<file path="config.mk">
export PLATFORM = sky130hd
export DESIGN_NAME = micro_sequencer
export DESIGN_NICKNAME = d
export VERILOG_FILES = /design/src/rtl/micro_sequencer.sv
export SDC_FILE = /design/constraint.sdc
export NUM_CORES = 1
export LEC_CHECK = 0
export CELL_PAD_IN_SITES_DETAIL_PLACEMENT = 1
export CELL_PAD_IN_SITES_GLOBAL_PLACEMENT = 1
export CORE_ASPECT_RATIO = 1.25
export CORE_UTILIZATION = 35
export CTS_CLUSTER_SIZE = 16
export DETAILED_ROUTE_END_ITERATION = 16
export PLACE_DENSITY = 0.92
export REMOVE_ABC_BUFFERS = 1
export SLEW_MARGIN = 10
export SYNTH_ARGS = -nofsm -noshare
export SYNTH_HDL_FRONTEND = slang
export SYNTH_SLANG_ARGS = --single-unit
</file>
<file path="constraint.sdc">
create_clock -name clk -period 3 [get_ports clk]
set_input_delay 0.9 -clock clk [delete_from_list [all_inputs] [get_ports clk]]
set_output_delay 0.9 -clock clk [all_outputs]
set_load 0.05 [all_outputs]
</file>
<file path="src/rtl/micro_sequencer.sv">
// Microprogram sequencer: picks the next micro-PC (inc/jump/cond-jump/dispatch) and runs the start/done handshake.
// Latency: one cycle from a next_sel decision to the new upc; start to first executed microinstruction is 1 cycle.
// Backpressure: stall freezes upc, state and instr_count; ctrl_valid is the only combinational output.
module micro_sequencer #(
  parameter int UADDR_W    = 16,
  parameter int FETCH_ADDR = 0,
  parameter int CNT_W      = 16
) (
  input  logic               clk,
  input  logic               rst,
  input  logic               start,
  input  logic [UADDR_W-1:0] map_addr,
  input  logic [2:0]         next_sel,
  input  logic [UADDR_W-1:0] jmp_addr,
  input  logic               z_flag,
  input  logic               stall,
  output logic [UADDR_W-1:0] upc,
  output logic               ctrl_valid,
  output logic               busy,
  output logic               done,
  output logic               illegal,
  output logic [CNT_W-1:0]   instr_count
);

  localparam logic [UADDR_W-1:0] FETCH = UADDR_W'(FETCH_ADDR);

  typedef enum logic [1:0] {
    S_IDLE = 2'd0,
    S_RUN  = 2'd1,
    S_HALT = 2'd2
  } state_t;

  state_t             state_q, state_d;
  logic [UADDR_W-1:0] upc_q, upc_d;
  logic               illegal_q, illegal_d;
  logic [CNT_W-1:0]   cnt_q, cnt_d;
  logic               busy_q, busy_d;
  logic               done_q, done_d;
  logic [UADDR_W-1:0] upc_inc;

  assign upc_inc = upc_q + UADDR_W'(1);

  // Next-state, next-upc and bookkeeping decode; everything holds by default.
  always_comb begin
    state_d   = state_q;
    upc_d     = upc_q;
    illegal_d = illegal_q;
    cnt_d     = cnt_q;
    unique case (state_q)
      S_IDLE: begin
        if (start) begin
          state_d   = S_RUN;
          upc_d     = FETCH;
          illegal_d = 1'b0;
          cnt_d     = '0;
        end
      end
      S_RUN: begin
        // A stalled cycle ignores next_sel entirely, including halts.
        if (!stall) begin
          unique case (next_sel)
            3'd0: upc_d = upc_inc;
            3'd1: upc_d = jmp_addr;
            3'd2: upc_d = z_flag ? jmp_addr : upc_inc;
            3'd3: upc_d = z_flag ? upc_inc : jmp_addr;
            3'd4: begin
              upc_d = map_addr;
              cnt_d = cnt_q + CNT_W'(1);
            end
            3'd5: state_d = S_HALT;
            default: begin
              // Undefined selector: stop the core and leave a sticky marker.
              state_d   = S_HALT;
              illegal_d = 1'b1;
            end
          endcase
        end
      end
      S_HALT: begin
        // Single-cycle done window, then park on the fetch routine.
        state_d = S_IDLE;
        upc_d   = FETCH;
      end
      default: begin
        state_d = S_IDLE;
        upc_d   = FETCH;
      end
    endcase
    busy_d = (state_d == S_RUN);
    done_d = (state_d == S_HALT);
  end

  // State and output registers with synchronous reset.
  always_ff @(posedge clk) begin
    if (rst) begin
      state_q   <= S_IDLE;
      upc_q     <= FETCH;
      illegal_q <= 1'b0;
      cnt_q     <= '0;
      busy_q    <= 1'b0;
      done_q    <= 1'b0;
    end else begin
      state_q   <= state_d;
      upc_q     <= upc_d;
      illegal_q <= illegal_d;
      cnt_q     <= cnt_d;
      busy_q    <= busy_d;
      done_q    <= done_d;
    end
  end

  assign upc         = upc_q;
  assign busy        = busy_q;
  assign done        = done_q;
  assign illegal     = illegal_q;
  assign instr_count = cnt_q;
  assign ctrl_valid  = (state_q == S_RUN) & ~stall;

endmodule
</file>
==> impl_metrics.json <==
{
  "status": "finished clean",
  "instances_no_fill": 454,
  "cts_tree": "done",
  "synth.top_cells.by_count": "39 x nor2_1, 37 x dfxtp_1, 17 x nand2_1",
  "place_area_sq_mm": 0.00323,
  "worst-endpoint-required_ns": 2.10,
  "die_area_sq_mm": 0.00685,
  "post_synth.cell_area_avg_sq_um": 8.10,
  "fin_worst_skew_ns": 0.0111,
  "end_kind": "output port",
  "dpl_worst_slack_ns": 0.0439,
  "cts_post_setup_buffers_inserted": 0,
  "regArea_sq_um": 741,
  "multi_input_area_sq_mm": 0.00143,
  "netlist_instances": 282,
  "timing.hold.worst_endpoint": "instr_count[15]",
  "min_path_cells": 2,
  "max_cap_violations": 0,
  "setup_viol": 0,
  "fmax_ghz": 0.348,
  "final_area_sq_mm": 0.00335,
  "number_of_antenna_violations_at_the_first_check_in_global_routing": 0,
  "worst_hold_slack_ns": 0.510,
  "drt_pre_antenna_iters": 4,
  "postLayoutSetupSlackWorst_ns": 0.127,
  "timing.slew.headroom": 0.637,
  "hold_path.startpoint": "instr_count[15]",
  "clock-sinks": 37,
  "yosys.area.top_type": "dfxtp_1",
  "dpl.cell_count": 446,
  "drt_drc_violations_left": 0,
  "ys_dominant_reg_cell": "dfxtp_1",
  "cts_max_level": 2,
  "worst_ep_arrival_time_ns": 1.97,
  "die_width_um": 74.2,
  "ant_nets": 0,
  "maxSlewViolCount": 0,
  "area_growth_pct": 46.6,
  "worst_hold_path_type": "reg -> reg",
  "critical_path.startpoint_type": "primary input",
  "critical_path.reg2reg.endpoint": "upc[13]",
  "clockRootBuffer": "clkbuf_8",
  "initial_utilization": 0.366,
  "drive_gt1_frac": 0.114,
  "place.port_buffers": 75,
  "worst_slew_pin_slew_ns": 0.544,
  "worstPathMaxFanout": 4,
  "grt_setup_unrepaired": "false",
  "r2r.worst_path.cells": 7,
  "core_area_sq_mm": 0.00625,
  "placementRows": 32,
  "dieHeight_um": 92.3,
  "regToRegSetupSlack_ns": 0.91,
  "timing.critical_path.from": "stall",
  "grt_use_met1": 0.294,
  "place.gp.congestion": 0.836,
  "final.min_clock_period_ns": 2.87,
  "cts_made_buffers": 5,
  "worstSetupPathType": "in -> out",
  "grt_most_used_layer": "met2",
  "insertedDiodeCount": 0,
  "number_of_warning_messages_in_the_yosys_log": 0,
  "initialDrtViolationCount": 107,
  "fin_crit_sh": 0.958,
  "synth-edff-count": 0,
  "power.static_leakage_nw": 1.16,
  "area_share_of_the_largest_cell_type_after_synthesis": 0.324,
  "grt_pass1_wl_um": 13100,
  "timing_hold_violations_final": 0,
  "totalNegativeSetupSlack_ns": 0,
  "path_clk_slew_ns": 0.07,
  "ctsHoldBuffers": 0,
  "total_congestion_overflow_after_global_routing": 0,
  "postSynthRegisterBits": 37,
  "syn_area_sq_mm": 0.00228,
  "detail_route.wirelength_um": 8040,
  "yosysUniqueCellTypes": 59,
  "post_drt_wl_per_cell_um": 17.7,
  "cts_buffer_depth": 2,
  "hpwlAfterDp_um": 6010,
  "final_net_count": 410,
  "share_of_async_settable_or_async_resettable_flops_after_synthesis": 0,
  "grt_pass1_vias": 2680,
  "sequential_to_total_area_share_from_yosys_stat": 0.324,
  "boundaryPins": 76,
  "grt_usage": 0.244,
  "crit-reg2reg-launch": "state_q[0]",
  "met2_usage": 0.436,
  "vias": 2567,
  "cellPowerDensity_mw_per_mm2": 361,
  "synthMostInstantiatedCell": "nor2_1",
  "final.fill_count": 761,
  "grt_max_degree": 16,
  "design_power_total_mw": 1.21,
  "clkLatencyLatePin_ns": 0.30,
  "ir_drop_mv": 0.279,
  "ctsResizeCount": 0,
  "yosys-top-cells-area": "dfxtp_1 32%, nor2_1 6.4%, a22oi_1 5.3%",
  "avgViaCountPerCell": 5.65,
  "grtUsageMet3": 0.0370,
  "final_core_util": 0.536
}
==> worst max-delay path by stage <==
stage                 endpoint  cells after the start
floorplan           ctrl_valid                      2
detailed placement      upc[7]                      6
global placement        upc[8]                      7
CTS                 ctrl_valid                      4
global route        ctrl_valid                      4
finish              ctrl_valid                      4
==> sequential cells by signal (all words and copies together), names as in the netlist <==
name and flops:
busy 1, done 1, upc 16, illegal 1
instr_count 16, state_q 2
==> power by group <==
| part | internal (mW) | leakage, nW | total, mW | switching, mW |
|---|---|---|---|---|
| clock network | 0.271 | 0.0574 | 0.462 | 0.192 |
| registers | 0.498 | 0.299 | 0.507 | 0.00924 |
| logic | 0.115 | 0.800 | 0.238 | 0.123 |
| total | 0.883 | 1.16 | 1.21 | 0.324 |
==> critical path, cell delays in order <==
cell	delay, ns
clkdlybuf4s50_1	0.46
or3b_4	0.40
clkinv_2	0.08
buf_12	0.13
==> cell families after synthesis <==
kind of cell | after synthesis | share of synthesized area
and+or+nand+nor | 122 | 0.292
AOI/OAI and AO/OA | 80 | 0.267
DFF | 37 | 0.324
buffers and inverters | 26 | 0.0488
xor gates and xnor gates | 15 | 0.0575
adders and majority gates | 2 | 0.0110
==> placed cells by master (no fill, tap or decap), types with 3 or more instances in the layout <==
cell,Yosys,routed
clkdlybuf4s50_1,0,74
nor2_1,39,39
dfxtp_1,37,37
buf_4,1,20
nand2_1,17,17
a22oi_1,16,16
a21oi_1,11,11
nor3_1,10,10
nand3_1,10,10
inv_1,9,9
nand4_1,8,8
xor2_1,8,8
o21ai_0,8,8
a22o_1,8,8
xnor2_1,7,7
clkbuf_8,0,6
nor2b_1,5,5
nand2b_1,4,4
o22ai_1,4,4
nor3b_1,3,3
o211ai_1,3,3
nor4_1,3,3
nand3b_1,3,3
a221oi_1,3,3
a21o_1,3,3
==> layout make-up <==
class                   count  area share
clock buffers               6      0.0247
well taps                  85      0.0318
inverters                  10      0.0116
clock inverters             2      0.0112
flip-flops and latches     37       0.221
repair buffers             95       0.272
multi-input cells         219       0.428
==> routing by layer <==
layer | vias up | wire (um)
met3 | 15 | 422
met1 | 1257 | 3290
li1 | 1224 | -
met5 | - | 0
met4 | 0 | 144
met2 | 71 | 4180
Note: power is estimated with default switching activity, not from simulation.
